$ cat config.mk
export PLATFORM = sky130hd
export DESIGN_NAME = fifo_rd_stream_flat
export DESIGN_NICKNAME = d
export VERILOG_FILES = /design/src/rtl/fifo_pkg.sv /design/src/rtl/fifo_rd_stream_if.sv /design/src/rtl/fifo_obuf.sv /design/src/rtl/fifo_rd_stream.sv /design/src/flat_wrapper.sv
export SDC_FILE = /design/constraint.sdc
export NUM_CORES = 1
export LEC_CHECK = 0
export BUFFER_PORTS_ARGS = -buffer_cell sky130_fd_sc_hd__clkbuf_2
export CORE_ASPECT_RATIO = 0.75
export CORE_MARGIN = 4
export CORE_UTILIZATION = 45
export CTS_CLUSTER_DIAMETER = 150
export CTS_CLUSTER_SIZE = 24
export DETAILED_ROUTE_END_ITERATION = 8
export PLACE_DENSITY = 0.71
export SYNTH_ARGS = -nofsm -noshare
export SYNTH_HDL_FRONTEND = slang
export SYNTH_SLANG_ARGS = --single-unit
$ cat constraint.sdc
create_clock -name rclk -period 1.3 [get_ports rclk]
set_input_delay 0.13 -clock rclk [delete_from_list [all_inputs] [get_ports rclk]]
set_output_delay 0.13 -clock rclk [all_outputs]
set_load 0.03 [all_outputs]
$ cat src/rtl/fifo_pkg.sv
`default_nettype none
// ============================================================================
// Module      : fifo_pkg
// Description : Shared types and constants for the async FIFO read-side stream.
// Revision    : 1.0 - initial release
// ============================================================================
package fifo_pkg;

    typedef enum logic [1:0] {
        EMPTY = 2'd0,
        ONE   = 2'd1,
        TWO   = 2'd2
    } fifo_obuf_state_t;

    localparam int STALL_CNT_W = 16;

endpackage
`default_nettype wire

$ cat src/rtl/fifo_rd_stream_if.sv
`default_nettype none
// ============================================================================
// Module      : fifo_rd_stream_if
// Description : Read-pointer/RAM handshake plus valid/ready output stream.
// Revision    : 1.0 - initial release
// ============================================================================
interface fifo_rd_stream_if #(
    parameter int DATAWIDTH = 8
) ();

    logic                 rempty;
    logic                 rinc;
    logic                 ren;
    logic [DATAWIDTH-1:0] rdata;
    logic                 m_valid;
    logic [DATAWIDTH-1:0] m_data;
    logic                 m_ready;

    modport master (
        input  rempty, rdata, m_ready,
        output rinc, ren, m_valid, m_data
    );

    modport slave (
        output rempty, rdata, m_ready,
        input  rinc, ren, m_valid, m_data
    );

endinterface
`default_nettype wire

$ cat src/rtl/fifo_obuf.sv
`default_nettype none
// ============================================================================
// Module      : fifo_obuf
// Description : Two-entry (head + skid) output buffer with registered outputs.
// Revision    : 1.0 - initial release
// ============================================================================
module fifo_obuf
    import fifo_pkg::*;
#(
    parameter int DATAWIDTH = 8
) (
    input  logic                 rclk,
    input  logic                 rrst_n,
    input  logic                 i_pending,
    input  logic [DATAWIDTH-1:0] i_rdata,
    input  logic                 i_m_ready,
    output logic                 o_m_valid,
    output logic [DATAWIDTH-1:0] o_m_data,
    output logic [1:0]           o_occ
);

    fifo_obuf_state_t     state_q, state_d;
    logic [DATAWIDTH-1:0] head_q, head_d;
    logic [DATAWIDTH-1:0] skid_q, skid_d;
    logic                 valid_q, valid_d;
    logic                 w_pop;

    assign w_pop = valid_q & i_m_ready;

    always_comb begin
        state_d = state_q;
        head_d  = head_q;
        skid_d  = skid_q;
        case (state_q)
            EMPTY: begin
                if (i_pending) begin
                    head_d  = i_rdata;
                    state_d = ONE;
                end
            end
            ONE: begin
                case ({i_pending, w_pop})
                    2'b01: state_d = EMPTY;
                    2'b10: begin
                        skid_d  = i_rdata;
                        state_d = TWO;
                    end
                    2'b11: head_d = i_rdata;
                    default: state_d = ONE;
                endcase
            end
            TWO: begin
                // Skid always advances on a pop, so a new word lands in the skid slot.
                if (w_pop) begin
                    head_d  = skid_q;
                    state_d = ONE;
                    if (i_pending) begin
                        skid_d  = i_rdata;
                        state_d = TWO;
                    end
                end
            end
            default: state_d = EMPTY;
        endcase
        valid_d = (state_d != EMPTY);
    end

    always_ff @(posedge rclk) begin
        if (!rrst_n) begin
            state_q <= EMPTY;
            head_q  <= '0;
            skid_q  <= '0;
            valid_q <= 1'b0;
        end else begin
            state_q <= state_d;
            head_q  <= head_d;
            skid_q  <= skid_d;
            valid_q <= valid_d;
        end
    end

    assign o_m_valid = valid_q;
    assign o_m_data  = head_q;
    assign o_occ     = state_q;

    a_no_overflow: assert property (@(posedge rclk) disable iff (!rrst_n)
        !(state_q == TWO && i_pending && !w_pop));

endmodule
`default_nettype wire

$ cat src/rtl/fifo_rd_stream.sv
`default_nettype none
// ============================================================================
// Module      : fifo_rd_stream
// Description : Async-FIFO read-side stage: issues RAM reads and presents a
//               registered FWFT valid/ready stream. Optional stall counter
//               enabled by FIFO_RD_STALL_CNT_EN.
// Revision    : 1.0 - initial release
// ============================================================================
module fifo_rd_stream
    import fifo_pkg::*;
#(
    parameter int DATAWIDTH = 8,
    parameter int ADDRWIDTH = 4
) (
    input  logic                   rclk,
    input  logic                   rrst_n,
    fifo_rd_stream_if.master       bus
`ifdef FIFO_RD_STALL_CNT_EN
    ,
    output logic [STALL_CNT_W-1:0] stall_cnt
`endif
);

    logic [1:0] w_occ;
    logic       w_pop;
    logic [2:0] w_load;
    logic [2:0] w_limit;
    logic       w_rinc;
    logic       pending_q, pending_d;

    // The counter must be able to outrun one full FIFO worth of stalls.
    if (ADDRWIDTH >= STALL_CNT_W) begin : g_cnt_w_check
        $error("fifo_rd_stream: ADDRWIDTH too large for stall counter");
    end

    assign w_pop   = bus.m_valid & bus.m_ready;
    assign w_load  = {1'b0, w_occ} + {2'b00, pending_q};
    // occ + pending - pop < 2, rearranged to avoid unsigned underflow
    assign w_limit = 3'd2 + {2'b00, w_pop};
    assign w_rinc  = rrst_n & ~bus.rempty & (w_load < w_limit);

    assign bus.rinc = w_rinc;
    assign bus.ren  = w_rinc & ~bus.rempty;

    always_comb begin
        pending_d = bus.ren;
    end

    always_ff @(posedge rclk) begin
        if (!rrst_n) begin
            pending_q <= 1'b0;
        end else begin
            pending_q <= pending_d;
        end
    end

    fifo_obuf #(
        .DATAWIDTH (DATAWIDTH)
    ) u_obuf (
        .rclk      (rclk),
        .rrst_n    (rrst_n),
        .i_pending (pending_q),
        .i_rdata   (bus.rdata),
        .i_m_ready (bus.m_ready),
        .o_m_valid (bus.m_valid),
        .o_m_data  (bus.m_data),
        .o_occ     (w_occ)
    );

`ifdef FIFO_RD_STALL_CNT_EN
    logic [STALL_CNT_W-1:0] stall_cnt_q, stall_cnt_d;

    always_comb begin
        stall_cnt_d = stall_cnt_q;
        if (bus.m_valid && !bus.m_ready && (stall_cnt_q != {STALL_CNT_W{1'b1}})) begin
            stall_cnt_d = stall_cnt_q + 1'b1;
        end
    end

    always_ff @(posedge rclk) begin
        if (!rrst_n) begin
            stall_cnt_q <= '0;
        end else begin
            stall_cnt_q <= stall_cnt_d;
        end
    end

    assign stall_cnt = stall_cnt_q;
`endif

endmodule
`default_nettype wire

$ cat src/flat_wrapper.sv
// flat-port wrapper written by rule: the top's interface ports become plain ports
module fifo_rd_stream_flat import fifo_pkg::*;
#(
    parameter int DATAWIDTH = 8,
    parameter int ADDRWIDTH = 4
)
  (rclk, rrst_n, bus_rempty, bus_rdata, bus_m_ready, bus_rinc, bus_ren, bus_m_valid, bus_m_data);
  fifo_rd_stream_if #(.DATAWIDTH(DATAWIDTH)) bus_i ();
  input  logic rclk;
  input  logic rrst_n;
  input wire logic [$bits(bus_i.rempty)-1:0] bus_rempty;
  input wire logic [$bits(bus_i.rdata)-1:0] bus_rdata;
  input wire logic [$bits(bus_i.m_ready)-1:0] bus_m_ready;
  output wire logic [$bits(bus_i.rinc)-1:0] bus_rinc;
  output wire logic [$bits(bus_i.ren)-1:0] bus_ren;
  output wire logic [$bits(bus_i.m_valid)-1:0] bus_m_valid;
  output wire logic [$bits(bus_i.m_data)-1:0] bus_m_data;
  assign bus_i.rempty = bus_rempty;
  assign bus_i.rdata = bus_rdata;
  assign bus_i.m_ready = bus_m_ready;
  assign bus_rinc = bus_i.rinc;
  assign bus_ren = bus_i.ren;
  assign bus_m_valid = bus_i.m_valid;
  assign bus_m_data = bus_i.m_data;
  fifo_rd_stream #(.DATAWIDTH(DATAWIDTH), .ADDRWIDTH(ADDRWIDTH)) u_core (.rclk(rclk), .rrst_n(rrst_n), .bus(bus_i));
endmodule
### Word level (Yosys, flattened, before mapping)

Index checks and enable logic that the tools add are counted.

* output and inout bits: 11
* bits in registers: 20

* bitwise logic cells: 5
* equality and inequality tests: 10
* add/sub/neg operators: 2
* reduce and logical (&&, ||, !) cells: 6
* mux-type cells: 12
* order comparisons: 1

Operators with widths (count)
* $mux W8: 5
* $pmux W8 S3: 1
* $pmux W8 S2: 1
* $pmux W2 S3: 2
* $reduce_and A4 Y1: 2
* $eq A2 B2 Y1 const B: 3
* $mux W2: 3
* $ne A2 B1 Y1 const B: 3
* $and A1 B1 Y1: 4
* $eq A2 B1 Y1 const B: 2
* $ne A2 B2 Y1 const B: 2
* $reduce_bool A2 Y1: 2
* $add A2 B1 Y3: 1
* $add A2 B1 Y3 const A: 1
* $lt A3 B3 Y1: 1
* $reduce_bool A3 Y1: 1
* $logic_not A2 Y1: 1
* $not A1 Y1: 1

### Longest topological paths before layout

Gate-level depths: netlist of the first run.

* depth after elaboration: 5
* depth in mapped cells: 6

### Hierarchy

From an unflattened synthesis of the first run, not the netlist that was laid out.

* cells, all modules: 102
* area, all modules: 996.0 sq um

Modules (own cells, without submodules)
* fifo_obuf: cells an instance 94, instances 1, area an instance 892.1 sq um
* fifo_rd_stream: cells an instance 8, instances 1, area an instance 103.8 sq um

### Worst setup path after synthesis of the first run

No wires, ideal clock.

* path type: register -> register
* start point: reg u_core.u_obuf.valid_q (netlist: u_core.u_obuf.o_m_valid)
* end point: reg u_core.u_obuf.head_q[0] (netlist: u_core.u_obuf.o_m_data[0])
* data arrival time: 1.343 ns
* buffers on the path: 1
* data required time: 1.178 ns
* stages on the path, launching flop included: 6
* setup slack: -0.165 ns
* setup time: 0.122 ns
* path through: dfxtp_1 > nand2_1 > a21oi_2 > buf_2 > o21ai_0 > o311a_1

* longest elaborated chain between the ends: 4
* elaborated cells between the ends (all ways): 5
* those cells by class: 3 x eq/ne; 1 x bitwise; 1 x reduce/logical

Ends and longest elaborated chain
* start, declared: line fifo_obuf.sv:25 `logic valid_q, valid_d;`
* start signal, assigned: line fifo_obuf.sv:78 `valid_q <= valid_d;`
* $and A1 B1 Y1 *: line fifo_obuf.sv:28 `assign w_pop = valid_q & i_m_ready;`
* $eq A2 B2 Y1: line fifo_obuf.sv:42 `case ({i_pending, w_pop})`
* $ne A2 B1 Y1 (no line)
* $reduce_and A4 Y1 (no line) *
* end signal, assigned: line fifo_obuf.sv:71 `head_q <= '0;`
* end signal, assigned: line fifo_obuf.sv:76 `head_q <= head_d;`
* end, declared: line fifo_obuf.sv:23 `logic [DATAWIDTH-1:0] head_q, head_d;`

Every way passes the cells marked *; elsewhere a longest branch is shown, timed or not.
A chain may end at the register's enable or synchronous reset.

### Worst setup path in the final report of the first run

* start point: reg u_core.u_obuf.state_q[0] (netlist: u_core.u_obuf.o_occ[0])
* end point: out bus_rinc

* longest elaborated chain between the ends: 3

Ends and longest elaborated chain
* start, declared: line fifo_obuf.sv:22 `fifo_obuf_state_t state_q, state_d;`
* start signal, assigned: line fifo_obuf.sv:75 `state_q <= state_d;`
* $add A2 B1 Y3: line fifo_rd_stream.sv:37 `assign w_load = {1'b0, w_occ} + {2'b00, pending_q};`
* $lt A3 B3 Y1: line fifo_rd_stream.sv:40 `assign w_rinc = rrst_n & ~bus.rempty & (w_load < w_limit);`
* $and A1 B1 Y1: line fifo_rd_stream.sv:40
* end, declared: line flat_wrapper.sv:14 `output wire logic [$bits(bus_i.rinc)-1:0] bus_rinc;`

Every way passes these cells.

==> run metrics, run 1 <==
Pleak 0.642 nW; Worst R2R Setup Slack -260 ps; number of synthesized flops with an enable pin 0; First DRT Iteration DRCs 37; synth top area cells dfxtp_1 (41%), mux2i_1 (16%), o311a_1 (8.2%), nand2_1 (6.9%), ha_1 (3.8%); r2r endpoint u_core.u_obuf.skid_q[0]; Die X-Extent approximately 62 µm; Setup CP Type reg2out; drt pass-1 iters 4; critical path arrival about 1500 ps; Starting Density 48.2%; mapped cell area ~980 µm²; final hold violations 0; Syn Inst Count 105; worst hold slack a little over 60 ps; critical path's largest stage delay around 380 ps; most common cell in the synthesized netlist dfxtp_1; Core Footprint 0.00203 mm²; Sum Neg Setup Slack -3910 ps; dpl hpwl 1620 µm; sequential share of the synthesized area roughly 41%; unrepaired setup endpoints after global routing yes; Top FF cell, synth dfxtp_1; dpl cell area 0.00123 mm²; gr usage total about 16%; YS warnings 0; Residual DRC 0; WP data required 1170 ps; CTS HTree Levels 1; Final setup viols 18; antenna violations before repair 0; post-synth top area share between 40% and 50%; pwr/cell area 1140 mW/mm²; hold path depth 3; Min-Delay Endpoint u_core.u_obuf.skid_q[5]; clock buffer count from CTS 3; drt via density 5.16; diodes inserted 0; Non-Filler Instances 164; largest net degree at the start of global routing 18; Combinational Power Share 32.7%; clock sinks 20; DP Cell Count 157; Reg-to-Reg Start u_core.u_obuf.o_occ[0]; Unique masters post-synth 24; clk_lat worst skew 300 ps; relative slew slack 78.0%; most frequent CP cell ha_4; # IOs 23; switching pwr 499 µW; Max Cap Viol 0; Syn Area/Cell 9.33 µm²; Slew Viols, Final 0; fin util 68.6%; fin nets around 160; Synth Net Count 120; share of cells above drive strength 1 45.0%; PortBufs 22; total wire length 2320 µm; Clock Tree Buf Depth 2; Reg2Reg Depth 6; DR WL/cell ~14 µm; Std-Cell Rows 14; Critical Path Start Type flop; fmax about 0.63 GHz; Detail Route Antenna Nets 0; crit-path max FO 3; pre-CTS WS -185 ps; fin area 0.00139 mm²; grt ovf 0; Clock power frac 22.6%; number of global-route vias before repair 796; synth-to-layout area growth 42.3%; CP max stage cell dfxtp_4; overall power 1.59 mW; family with the most delay on the worst path adder cells; GPL Wtd Cong 0.738; switch share between 30% and 40%; HP Start bus_rdata[5]; Max IR drop VDD 0.924 mV; setup ws final -300 ps; CP Capture Type output pin; Post-synth ARST share 0%; CTS tree built; vias 847; Seq cells post-synth 20; clk root buf clkbuf_4; Die Ht 48.4 µm; sequential share of power 44.7%; commonest cells in the netlist dfxtp_1 (20), nand2_1 (18), mux2i_1 (16); CTS clk-pin slew, worst paths roughly 120 ps; die area 0.00300 mm²; Min-Delay Path Class in2reg; Worst-Margin Slew 329 ps; skew final 8.04 ps; Final Cycle Share 123%; CP bufs+invs 1; cell breakdown of the critical path ha_4, ha_4, o21ai_4, and3_4, buf_8; internal power 1.09 mW; failing checks setup timing; first-pass GRT wire length 3600 µm; Synth area leader dfxtp_1; Final min period 1600 ps; status complete, but fails checks
==> layout make-up <==
class,instances,area [µm²]
repair buffers,38,279
flip-flops and latches,20,408
fillers,153,638
inverters,3,11.3
multi-input cells,75,629
well taps,24,30.0
clock buffers,4,36.3
==> power groups by stage <==
stage,sequential (mW),clock (mW),combinational (mW)
3_3_place_gp,0.713,0,0.425
2_1_floorplan,0.790,0,0.204
6_report,0.711,0.359,0.519
3_5_place_dp,0.718,0,0.431
4_1_cts,0.710,0.368,0.486
5_1_grt,0.718,0.405,0.566
==> metal layers <==
metal / global-route usage (%) / up-vias / share of wire, %
met3: 5.59 / 2 / 5.6
met1: 23.1 / 384 / 50
met4: 2.12 / 0 / 0.47
li1: - / 443 / -
met5: 0 / - / 0
met2: 23.5 / 18 / 44
==> tightest hold or removal path: stages <==
cell	delay (ps)
clkbuf_2	90
nand2_1	50
mux2i_1	60
==> worst max-delay path by stage <==
stage	startpoint	end	slack [ps]	depth (start not counted)
5_1_grt	u_core.u_obuf.o_occ[0]	bus_rinc	-340	5
2_1_floorplan	u_core.u_obuf.o_occ[1]	u_core.u_obuf.o_m_data[4]	-20	5
3_3_place_gp	u_core.u_obuf.o_occ[0]	u_core.u_obuf.skid_q[6]	-130	6
4_1_cts	u_core.pending_q	bus_rinc	-280	5
6_report	u_core.u_obuf.o_occ[0]	bus_rinc	-300	5
3_5_place_dp	u_core.u_obuf.o_occ[0]	bus_rinc	-180	5
==> cell usage in the layout, fill, tap and decap left out, drive strengths merged, types with 3 or more instances in the layout <==
cell type | netlist | routed
o311a | 8 | 8
ha | 3 | 3
o21ai | 10 | 10
clkbuf | 3 | 24
and3 | 3 | 3
mux2i | 16 | 16
inv | 3 | 3
nor2 | 4 | 4
buf | 4 | 18
nand2 | 18 | 18
dfxtp | 20 | 20
==> state kept, by name, summed over array words and instances, names as in the netlist <==
| name | flops |
|---|---|
| u_core.u_obuf.o_m_valid | 1 |
| u_core.pending_q | 1 |
| u_core.u_obuf.o_m_data | 8 |
| u_core.u_obuf.o_occ | 2 |
| u_core.u_obuf.skid_q | 8 |
==> cell families after synthesis <==
family	count (synthesis)	share of synthesized area, %
AO/OA/AOI/OAI	25	19.2
adder cells (fa/ha/maj)	3	3.83
buffers and inverters	10	5.62
flip-flops	20	40.9
AND/OR/NAND/NOR	31	14.2
multiplexers	16	16.3
==> what timing repair did <==
action                     4_1_cts  5_1_grt
setup buffers                    3        1
gates resized for setup         19       10
hold buffers                     0        0
pin swaps                        5        7
setup endpoints to repair       18       19
(Power assumes the default switching activity.)
==> run 2: changes to the inputs <==
--- a/config.mk
+++ b/config.mk
@@ -9,10 +9,10 @@
 export CORE_ASPECT_RATIO = 0.75
 export CORE_MARGIN = 4
 export CORE_UTILIZATION = 45
-export CTS_CLUSTER_DIAMETER = 150
 export CTS_CLUSTER_SIZE = 24
 export DETAILED_ROUTE_END_ITERATION = 8
 export PLACE_DENSITY = 0.71
 export SYNTH_ARGS = -nofsm -noshare
 export SYNTH_HDL_FRONTEND = slang
+export SYNTH_HIERARCHICAL = 1
 export SYNTH_SLANG_ARGS = --single-unit
==> run 2 against run 1 <==
Net effect: the flow still finishes with violations (setup timing); critical path depth is 1 lower; area after synthesis rose by 1.7%; cell count shrank 1.8%; sequential cell count is the same; non-clock buffer count decreased by 1; synthesized cell count shrank 2.9%; utilization fell by 0.89 points; setup slack got worse by 160 ps; first-iteration DRC count down 65%; cell area fell by 0.45%; wire length fell by 4.4%; critical endpoint unchanged; largest power group unchanged.
==> run metrics, run 2 <==
status complete, but fails checks; critical path's largest stage delay 370 ps (about the same); most frequent cells in the layout nand2_1 (28), clkbuf_2 (20), dfxtp_1 (16); post-synth top area share 40.2% (-0.67 points); number of synthesized flops with an enable pin 0 (unchanged); Die Ht 48.7 µm (+0.68%); share of cells above drive strength 1 42.3% (-2.7 points); largest net degree at the start of global routing 26 (+8); Top FF cell, synth dfxtp_1; Critical Path Start Type flop; internal power 1.00 mW (-8.0%); CP max stage cell dfxtp_4; First DRT Iteration DRCs 13 (-65%); Min-Delay Path Class in2reg; Starting Density 48.6% (+0.38 points); Post-synth ARST share 0% (unchanged); fin area 0.00139 mm² (-0.45%); clk_lat worst skew 300 ps (about the same); Core Footprint 0.00205 mm² (+0.86%); switch share 29.4% (-1.9 points); CTS clk-pin slew, worst paths 110 ps (about the same); skew final 1.28 ps (-6.76 ps); switching pwr 419 µW (-16%); drt pass-1 iters 4 (unchanged); Unique masters post-synth 26 (+8.3%); sequential share of the synthesized area 40.2% (-0.67 points); grt ovf 0 (unchanged); commonest non-fill, non-tap cell in the layout nand2_1; family with the most delay on the worst path adder cells; diodes inserted 0 (unchanged); Slew Viols, Final 0 (unchanged); DP Cell Count 152 (-3.2%); fmax 0.567 GHz (-9.2%); Pleak 0.671 nW (+4.6%); Seq cells post-synth 20 (unchanged); Std-Cell Rows 14 (unchanged); Max Cap Viol 0 (unchanged); most frequent CP cell ha_4; pwr/cell area 1030 mW/mm² (-10%); drt via density 5.32 (+2.9%); Max IR drop VDD 0.816 mV (-12%); pre-CTS WS -185 ps (-0.573 ps); GPL Wtd Cong 0.734 (-0.52%); CP Capture Type output pin; clock buffer count from CTS 3 (unchanged); commonest cells in the netlist nand2_1 (28), dfxtp_1 (20), mux2i_1 (14); total wire length 2220 µm (-4.4%); crit-path max FO 3 (unchanged); PortBufs 22 (unchanged); cell breakdown of the critical path ha_4, ha_4, a2111oi_4, clkbuf_8; Setup CP Type reg2out; Die X-Extent 62.3 µm (+0.72%); die area 0.00304 mm² (+1.4%); CTS tree built; number of global-route vias before repair 804 (+1.0%); Final min period 1760 ps (+162 ps); clk root buf clkbuf_4; YS warnings 6 (+6); Combinational Power Share 27.1% (-5.6 points); critical path arrival 1630 ps (+160 ps); Syn Area/Cell 9.76 µm² (+4.7%); Synth area leader dfxtp_1; mapped cell area 996 µm² (+1.7%); dpl hpwl 1620 µm (+0.12%); CP bufs+invs 1 (unchanged); Syn Inst Count 102 (-2.9%); first-pass GRT wire length 3450 µm (-4.2%); Sum Neg Setup Slack -3000 ps (+914 ps); fin nets 152 (-2.6%); Filler cells 169 (+10%); synth top area cells dfxtp_1 (40%), mux2i_1 (14%), nand2_1 (11%), o211a_1 (6.0%), buf_6 (3.4%); vias 856 (+1.1%); DR WL/cell 13.8 µm (-2.6%); Final setup viols 18 (unchanged); most common cell in the synthesized netlist nand2_1; Clock Tree Buf Depth 2 (unchanged); Worst-Margin Slew 283 ps (-46.3 ps); sequential share of power 47.8% (+3.1 points); unrepaired setup endpoints after global routing yes; Clock power frac 25.1% (+2.5 points); WP data required 1170 ps (about the same); final hold violations 0 (unchanged); failing checks setup timing; setup ws final -462 ps (-162 ps); CTS HTree Levels 1 (unchanged); Non-Filler Instances 161 (-1.8%); antenna violations before repair 0 (unchanged); Final Cycle Share 136% (+12 points); gr usage total 14.0% (-2.0 points); clock sinks 20 (unchanged); dpl cell area 0.00126 mm² (+2.7%); Detail Route Antenna Nets 0 (unchanged); Residual DRC 0 (unchanged); synth-to-layout area growth 39.3%; Synth Net Count 116 (-3.3%); # IOs 23 (unchanged); relative slew slack 81.1% (+3.1 points)
run 2: logic make-up after synthesis:
family | share of synthesized area [%]
XOR/XNOR | 0.880
adder cells (fa/ha/maj) | 2.51
buffers and inverters | 5.65
AND/OR/NAND/NOR | 18.1
flip-flops | 40.2
AO/OA/AOI/OAI | 18.6
multiplexers | 14.1
run 2: final cells by class:
class | count | area, µm² | share of cell area, %
well taps | 24 | 30.0 | 2.16
inverters | 3 | 11.3 | 0.812
multi-input cells | 73 | 632 | 45.5
repair buffers | 37 | 265 | 19.1
clock buffers | 4 | 36.3 | 2.61
flip-flops and latches | 20 | 413 | 29.8
run 2: final timing paths:
check | start | to | slack, ps | cells after the start
setup / recovery | u_core/u_obuf/o_occ[0] | bus_rinc | -460 | 4
hold / removal | bus_rdata[2] | u_core/u_obuf/skid_q[2] | 60 | 3
setup reg to reg | u_core/u_obuf/o_occ[0] | u_core/u_obuf/skid_q[0] | -170 | 6
hold reg to reg | u_core/u_obuf/skid_q[7] | u_core/u_obuf/skid_q[7] | 460 | 2
run 2: worst min-delay path, stage by stage:
cell	delay, ps
clkbuf_2	90
nand2_1	50
mux2i_1	50
run 2: layer usage:
layer,vias to the layer above,GRT usage (%),wire (µm)
li1,424,-,-
met1,409,15.7,984
met2,21,25.9,1130
met3,2,4.17,98
met4,0,3.18,2
met5,-,0,0
run 2: stage by stage:
step           hold WS [ps]  total power, mW  utilization [%]
2_1_floorplan           190            0.925                -
3_3_place_gp            375             1.02             61.5
3_5_place_dp            384             1.04             61.5
4_1_cts                52.3             1.40             64.2
5_1_grt                51.2             1.51             67.7
6_report               57.8             1.42             67.7
run 2: repair_timing:
action / 4_1_cts / 5_1_grt
pin swaps: 0 / 2
setup endpoints to repair: 19 / 20
resized for setup: 5 / 6
hold buffers: 0 / 0
setup buffers: 0 / 5
run 2: power groups by stage:
stage / logic [mW] / registers, mW / clock network (mW)
final: 0.386 / 0.680 / 0.357
after detailed placement: 0.343 / 0.694 / 0
after floorplan: 0.177 / 0.747 / 0
after CTS: 0.351 / 0.681 / 0.369
after global placement: 0.333 / 0.692 / 0
after global routing: 0.413 / 0.686 / 0.407
==> run 3: changes to the inputs <==
--- a/config.mk
+++ b/config.mk
@@ -11,7 +11,9 @@
 export CORE_UTILIZATION = 45
 export CTS_CLUSTER_SIZE = 24
 export DETAILED_ROUTE_END_ITERATION = 8
-export PLACE_DENSITY = 0.71
+export GPL_ROUTABILITY_DRIVEN = 0
+export PLACE_DENSITY = 0.69
+export SLEW_MARGIN = 20
 export SYNTH_ARGS = -nofsm -noshare
 export SYNTH_HDL_FRONTEND = slang
 export SYNTH_HIERARCHICAL = 1
==> constraint.sdc (replaced) <==
create_clock -name rclk -period 2.15 [get_ports rclk]
set_input_delay 0.215 -clock rclk [delete_from_list [all_inputs] [get_ports rclk]]
set_output_delay 0.215 -clock rclk [all_outputs]
set_load 0.03 [all_outputs]
==> run 3 against run 2 <==
Net effect: the run now ends clean; global-route usage decreased by 0.99 points; non-clock buffer count decreased by 14; count of clock-buffer cells in the layout unchanged; critical path type unchanged; critical endpoint unchanged; highest routed layer unchanged.
==> run metrics, run 3 (same netlist as run 2, synthesis figures left out) <==
status finished, final reports clean; hold bufs inserted after CTS 0 (unchanged); first-pass GRT wire length 3250 µm (-5.8%); Clock Tree Buf Depth 2 (unchanged); clock buffer count from CTS 3 (unchanged); PortBufs 22 (unchanged); fin nets 138 (-9.2%); most frequent CP cell ha_1; # Post-CTS Setup Buffers 0 (unchanged); dpl cell area 0.00110 mm² (-13%); unrepaired setup endpoints after global routing no; drt via density 5.18 (-2.6%); commonest non-fill, non-tap cell in the layout nand2_1; Die X-Extent 62.3 µm (unchanged); total wire length 1780 µm (-20%); Detail Route Antenna Nets 0 (unchanged); grt ovf 0 (unchanged); pwr/cell area 697 mW/mm² (-32%); clk_lat worst skew 300 ps (about the same); diodes inserted 0 (unchanged); switch share 28.8% (-0.67 points); overall power 792 µW (-44%); internal power 564 µW (-44%); Min-Delay Path Class in2reg; family with the most delay on the worst path adder cells; clk root buf clkbuf_4; Clock power frac 27.1% (+2.0 points); dpl hpwl 1310 µm (-19%); fin util 55.4% (-12 points); # IOs 23 (unchanged); relative slew slack 59.4% (-22 points); Pleak 0.580 nW (-14%); Die Ht 48.7 µm (unchanged); WP data required 1930 ps (+760 ps); cell breakdown of the critical path ha_1, ha_1, a2111oi_1, buf_2; clock sinks 20 (unchanged); DR WL/cell 12.1 µm (-12%); Starting Density 48.6% (unchanged); Max IR drop VDD 0.380 mV (-53%); Final min period 1990 ps; largest net degree at the start of global routing 26 (unchanged); Std-Cell Rows 14 (unchanged); CTS tree built; gr usage total 13.0% (-0.99 points); switching pwr 228 µW (-46%); Setup CP Type reg2out; critical path arrival 1770 ps (+140 ps); final hold violations 0 (unchanged); CP Capture Type output pin; Max Cap Viol 0 (unchanged); drt pass-1 iters 4 (unchanged); number of global-route vias before repair 737 (-8.3%); Combinational Power Share 20.8% (-6.3 points); skew final 1.99 ps (+0.706 ps); Critical Path Start Type flop; antenna violations before repair 0 (unchanged); CTS clk-pin slew, worst paths 110 ps (about the same); Core Footprint 0.00205 mm² (unchanged); First DRT Iteration DRCs 27 (+14); Sum Neg Setup Slack 0 ps (+3000 ps); synth-to-layout area growth 14.1%; Residual DRC 0 (unchanged); most frequent cells in the layout nand2_1 (28), clkbuf_2 (20), dfxtp_1 (19); Worst-Margin Slew 609 ps (+326 ps); CP bufs+invs 1 (unchanged); fin area 0.00114 mm² (-18%); crit-path max FO 6 (+3); vias 761 (-11%); Final Cycle Share 92.5%; Final setup viols 0 (-18); Slew Viols, Final 0 (unchanged); share of cells above drive strength 1 28.5% (-14 points); CTS HTree Levels 1 (unchanged); fmax ~0.50 GHz; die area 0.00304 mm² (unchanged); sequential share of power 52.1% (+4.3 points); CP max stage cell dfxtp_2; critical path's largest stage delay 370 ps (about the same)
[run 3: layer usage]
metal	vias to the layer above	share of wire (%)	GRT usage, %
li1	395	-	-
met1	351	49	16.5
met2	13	45	20.5
met3	2	5.2	5.32
met4	0	0.56	3.18
met5	-	0	0
[run 3: layout make-up]
type,instances,area (µm²)
multi-input combinational,73,539
inverter,3,11.3
tap,24,30.0
fill,196,913
timing repair buffer,23,118
clock buffer,4,36.3
sequential,20,402
[run 3: worst paths after layout]
path / end / startpoint / slack (ps) / cells after the start
worst min register to register: u_core/u_obuf/skid_q[0] / u_core/u_obuf/skid_q[0] / 470 / 2
worst min-delay path: u_core/pending_q / bus_rempty / 90 / 2
worst max register to register: u_core/u_obuf/skid_q[5] / u_core/u_obuf/o_occ[1] / 420 / 4
worst max-delay path: bus_rinc / u_core/pending_q / 160 / 4
[run 3: metrics by stage]
step                      instances  worst slack (ps)  hold slack, ps
after floorplan                 102              -106             284
after global placement          143               456             417
after detailed placement        143               394             424
after CTS                       147              39.2            89.8
after global routing            147              57.6            77.9
final                           147               162            95.0
[run 3: power groups by stage]
| stage | clock [mW] | sequential [mW] | combinational, mW |
|---|---|---|---|
| after floorplan | 0 | 0.450 | 0.0970 |
| after global placement | 0 | 0.419 | 0.165 |
| after CTS | 0.223 | 0.412 | 0.167 |
| final | 0.215 | 0.412 | 0.165 |
| after detailed placement | 0 | 0.421 | 0.167 |
| after global routing | 0.240 | 0.417 | 0.182 |
[run 3: what timing repair did]
| item | in CTS | in global routing |
|---|---|---|
| hold endpoints to repair | 0 | 0 |
| endpoints found under the setup margin | 0 | 2 |
| resized for setup | 0 | 3 |
